## src/rtl/gray_pkg.sv

```systemverilog
// Shared helpers for the binary/Gray counter family.
// Functions use a 32-bit carrier, so counters up to 32 bits wide are covered.
package gray_pkg;

  localparam int unsigned GRAY_MAX_WIDTH = 32;

  // Reflected binary code of a binary value.
  function automatic logic [GRAY_MAX_WIDTH-1:0] bin2gray(input logic [GRAY_MAX_WIDTH-1:0] bin);
    return bin ^ (bin >> 1);
  endfunction

  // Largest count representable in 'width' bits (2^width - 1).
  function automatic logic [GRAY_MAX_WIDTH-1:0] count_max(input int unsigned width);
    if (width >= GRAY_MAX_WIDTH) begin
      return '1;
    end
    return (32'd1 << width) - 32'd1;
  endfunction

endpackage

```

## src/rtl/bin_to_gray.sv

```systemverilog
// Combinational binary-to-Gray converter; mirror of gray_to_binary.
module bin_to_gray
  import gray_pkg::*;
#(
  parameter int WIDTH = 4
) (
  input  logic [WIDTH-1:0] i_bin,
  output logic [WIDTH-1:0] o_gray
);

  // Widen into the package carrier and cut back to WIDTH bits.
  assign o_gray = WIDTH'(bin2gray(GRAY_MAX_WIDTH'(i_bin)));

endmodule

```

## src/rtl/gray_code_counter.sv

```systemverilog
// Registered binary/Gray up-down counter with optional wrap or saturation.
// Both the binary and the Gray count come straight from flops; the Gray value
// is always derived from the next binary value so the two never diverge.
module gray_code_counter
  import gray_pkg::*;
#(
  parameter int WIDTH   = 4,
  parameter bit WRAP_EN = 1'b1
) (
  input  logic             clk,
  input  logic             rst_n,
  input  logic             en,
  input  logic             up_dn,
  input  logic             load,
  input  logic [WIDTH-1:0] load_val,
  output logic [WIDTH-1:0] gray_out,
  output logic [WIDTH-1:0] bin_out,
  output logic             wrap,
  output logic             sat
);

  localparam logic [WIDTH-1:0] MAX = WIDTH'(count_max(WIDTH));
  localparam logic [WIDTH-1:0] ONE = WIDTH'(1);

  logic [WIDTH-1:0] r_bin;
  logic [WIDTH-1:0] r_gray;
  logic             r_wrap;
  logic             r_sat;

  logic [WIDTH-1:0] w_bin_nxt;
  logic [WIDTH-1:0] w_gray_nxt;
  logic             w_wrap_nxt;
  logic             w_sat_nxt;

  // Next-state selection: load beats en, en beats hold; wrap is a one-cycle pulse.
  always_comb begin
    w_bin_nxt  = r_bin;
    w_wrap_nxt = 1'b0;
    w_sat_nxt  = r_sat;
    if (load) begin
      w_bin_nxt = load_val;
      w_sat_nxt = 1'b0;
    end else if (en) begin
      if (up_dn) begin
        if (r_bin != MAX) begin
          w_bin_nxt = r_bin + ONE;
          w_sat_nxt = 1'b0;
        end else if (WRAP_EN) begin
          w_bin_nxt  = '0;
          w_wrap_nxt = 1'b1;
          w_sat_nxt  = 1'b0;
        end else begin
          w_sat_nxt = 1'b1;
        end
      end else begin
        if (r_bin != '0) begin
          w_bin_nxt = r_bin - ONE;
          w_sat_nxt = 1'b0;
        end else if (WRAP_EN) begin
          w_bin_nxt  = MAX;
          w_wrap_nxt = 1'b1;
          w_sat_nxt  = 1'b0;
        end else begin
          w_sat_nxt = 1'b1;
        end
      end
    end
  end

  bin_to_gray #(
    .WIDTH (WIDTH)
  ) u_bin_to_gray (
    .i_bin  (w_bin_nxt),
    .o_gray (w_gray_nxt)
  );

  // State registers with synchronous active-low clear.
  always_ff @(posedge clk) begin
    if (!rst_n) begin
      r_bin  <= '0;
      r_gray <= '0;
      r_wrap <= 1'b0;
      r_sat  <= 1'b0;
    end else begin
      r_bin  <= w_bin_nxt;
      r_gray <= w_gray_nxt;
      r_wrap <= w_wrap_nxt;
      r_sat  <= w_sat_nxt;
    end
  end

  assign bin_out  = r_bin;
  assign gray_out = r_gray;
  assign wrap     = r_wrap;
  assign sat      = r_sat;

endmodule

```

## config.mk

```make
export PLATFORM = sky130hd
export DESIGN_NAME = gray_code_counter
export DESIGN_NICKNAME = d
export VERILOG_FILES = /design/src/rtl/gray_pkg.sv /design/src/rtl/bin_to_gray.sv /design/src/rtl/gray_code_counter.sv
export SDC_FILE = /design/constraint.sdc
export NUM_CORES = 1
export LEC_CHECK = 0
export ABC_AREA = 1
export BUFFER_PORTS_ARGS = -buffer_cell sky130_fd_sc_hd__buf_2
export CORE_AREA = 2 2 39 41
export DETAILED_ROUTE_END_ITERATION = 10
export DIE_AREA = 0 0 41 43
export PLACE_DENSITY = 0.76
export RECOVER_POWER = 50
export SLEW_MARGIN = 20
export SYNTH_ARGS = -nofsm -noshare
export SYNTH_HDL_FRONTEND = slang
export SYNTH_HIERARCHICAL = 1
export SYNTH_SLANG_ARGS = --single-unit
export TNS_END_PERCENT = 5
```

## constraint.sdc

```tcl
create_clock -name clk -period 3.3 [get_ports clk]
set_clock_uncertainty 0.05 [all_clocks]
set_input_delay 0.33 -clock clk [delete_from_list [all_inputs] [get_ports clk]]
set_output_delay 0.33 -clock clk [all_outputs]
set_load 0.01 [all_outputs]
```

==> run summary <==
#FFs+latches synth: 9
Synth Net Count: 99
Placed Cells: 119
CP Depth: 10
Hold Buf Count CTS: 0
mean post-synth cell area: 6.28 µm²
Worst R2R Path Depth: 10
Ys Warns: 6
first-pass GRT wire length: 1880 µm
startpoint types: flop
CP top delay family: flip-flops
worst path buffer plus inverter count: 3
PD cells: 426 mW/mm²
chip height: 43 µm
commonest non-fill, non-tap cells in the layout: nand2_1, inv_1
Tmin final: 1.76 ns
routed vias: 593
min-delay worst type: input port to flop
Std-Cell Rows: 14
# setup viols final: 0
core box area: 0.00138 mm²
critical path class: flop to flop
crit end category: flop
post-synth top area share: 32.6%
VDD IR-drop max: 161 µV
Synth cell types: 16
drt via density: 4.82
worst path cell trace: inv_1 > ha_1 > xnor2_1 > nand2_1 > a21oi_1 > inv_1 > nand2_1 > nand2_1 > nand2_1 > inv_1
initial antenna violation count: 0
status: finished, final reports clean
Antenna Violating Nets Remaining: 0
TritonRoute pass-1 iters: 4
total CTS buffers: 3
Worst-path clk slew: 0.06 ns
remaining global-route overflow: 0
Synth area leader: dfxtp_1
Clock Latency Late Sink: 0.26 ns
crit-path max FO: 7
CTS H-tree depth: 1
Area growth syn-to-layout: 19.2%
Residual DRC: 0
commonest non-fill, non-tap cell in the layout: nand2_1
die width: 41 µm
CP arrival: 1.87 ns
clk sinks: 9
Area contributors post-synth: dfxtp_1, nand2_1, inv_1
crit path max-delay cell type: dfxtp_1
Setup TNS: 0 ns
ant diodes: 0
Setup Fix Bufs, Post-CTS: 0
largest net degree at the start of global routing: 9
final hold vios: 0
CTS root buffer: clkbuf_4
Detail Placement HPWL: 983 µm
Finished Layout Cells: 123
RD Place Congestion: 0.788
Gate Count Post-Synth: 88
Seq/Total Area, Yosys: 32.6%
unrepaired setup endpoints after global routing: no
Starting DRT DRC Count: 15
die area: 0.00176 mm²
max cap viols: 0
Crit path largest cell delay: 0.43 ns
input/output buffers: 17
CTS resizes: 0
filler cell count in the final layout: 151
# IOs: 19
vias in the first global route: 487
Netlist Area Pre-Place: 553 µm²
CTS tree: yes
P_leak: 0.367 nW
final worst-path cycle share: 53.3%
clk buf depth: 2
overall routing resource usage: 15.3%
worst hold stages: 3
Initial Utilization: 40.0%
most frequent CP cell: nand2_1
FMAX: 0.568 GHz
share of layout cells above drive strength 1: 14.0%
wire length per cell: 9.90 µm
NumNets Final: 119
Req. time, crit path: 3.41 ns
total wire length: 1220 µm
fin. max-slew vios: 0
## area by class of cell
class / count / area [µm²] / area share (%)
inverters: 18 / 67.6 / 10.2
repair buffers: 17 / 75.1 / 11.4
clock buffers: 4 / 26.3 / 3.98
flip-flops and latches: 9 / 180 / 27.3
multi-input cells: 59 / 290 / 44.0
well taps: 16 / 20.0 / 3.04
## worst reg2reg max path, cell delays in order, from the launching register on
cell and delay, ns:
dfxtp_1 0.43, inv_1 0.11, ha_1 0.31, xnor2_1 0.16
nand2_1 0.06, a21oi_1 0.23, inv_1 0.09, nand2_1 0.07
nand2_1 0.05, nand2_1 0.06, inv_1 0.03
## power by group
| part | internal, mW | switching (mW) |
|---|---|---|
| logic | 0.0275 | 0.0434 |
| clock network | 0.0465 | 0.0373 |
| registers | 0.118 | 0.00860 |
## sequential cells by signal, summed over array words and instances, names as in the netlist
name	cells
wrap	1
bin_out	4
gray_out	4
## cells by family (layout without fill, tap and decap cells)
logic type	after synthesis	count (layout)	share of synthesized area, %
xor gates and xnor gates	1	1	1.58
adders and majority gates	2	2	4.52
and+or+nand+nor	45	45	35.3
AOI/OAI and AO/OA	10	10	10.4
other	1	1	0.678
buffers and inverters	20	39	14.9
DFF	9	9	32.6
## path summary, 6_finish.rpt
path,slack (ns),to,start
worst max-delay path,1.54,gray_out[1],bin_out[0]
worst min-delay path,0.29,gray_out[3],rst_n
worst min register to register,0.57,wrap,bin_out[3]
worst max register to register,1.54,gray_out[1],bin_out[0]
## through the flow
stage / instance area [µm²] / worst slack (ns) / util, % / power (mW) / hold WS (ns)
finish: 659 / 1.54 / 47.6 / 0.281 / 0.294
global route: 659 / 1.31 / 47.6 / 0.300 / 0.310
CTS: 669 / 1.55 / 48.4 / 0.287 / 0.293
detailed placement: 643 / 1.57 / 46.5 / 0.201 / 0.563
global placement: 643 / 1.63 / 46.5 / 0.199 / 0.539
floorplan: 553 / 1.64 / - / 0.178 / 0.373
## metal layers
layer | track usage, % | vias to the layer above | part of all wire [%]
met5 | 0 | - | 0
met1 | 17.4 | 263 | 40
li1 | - | 308 | -
met3 | 3.14 | 2 | 4.8
met2 | 25.9 | 20 | 55
met4 | 6.00 | 0 | 0.66
## Yosys cell counts
master and instances:
nand2_1 24, inv_1 17, dfxtp_1 9, nand3_1 9, a21oi_1 7, nor2_1 6, nand4_1 3, a21oi_2 2
and2_1 2, buf_4 2, ha_1 2, conb_1 1, inv_2 1, o21ai_0 1, or2_1 1, xnor2_1 1
Power figures use the tool's default switching activity.
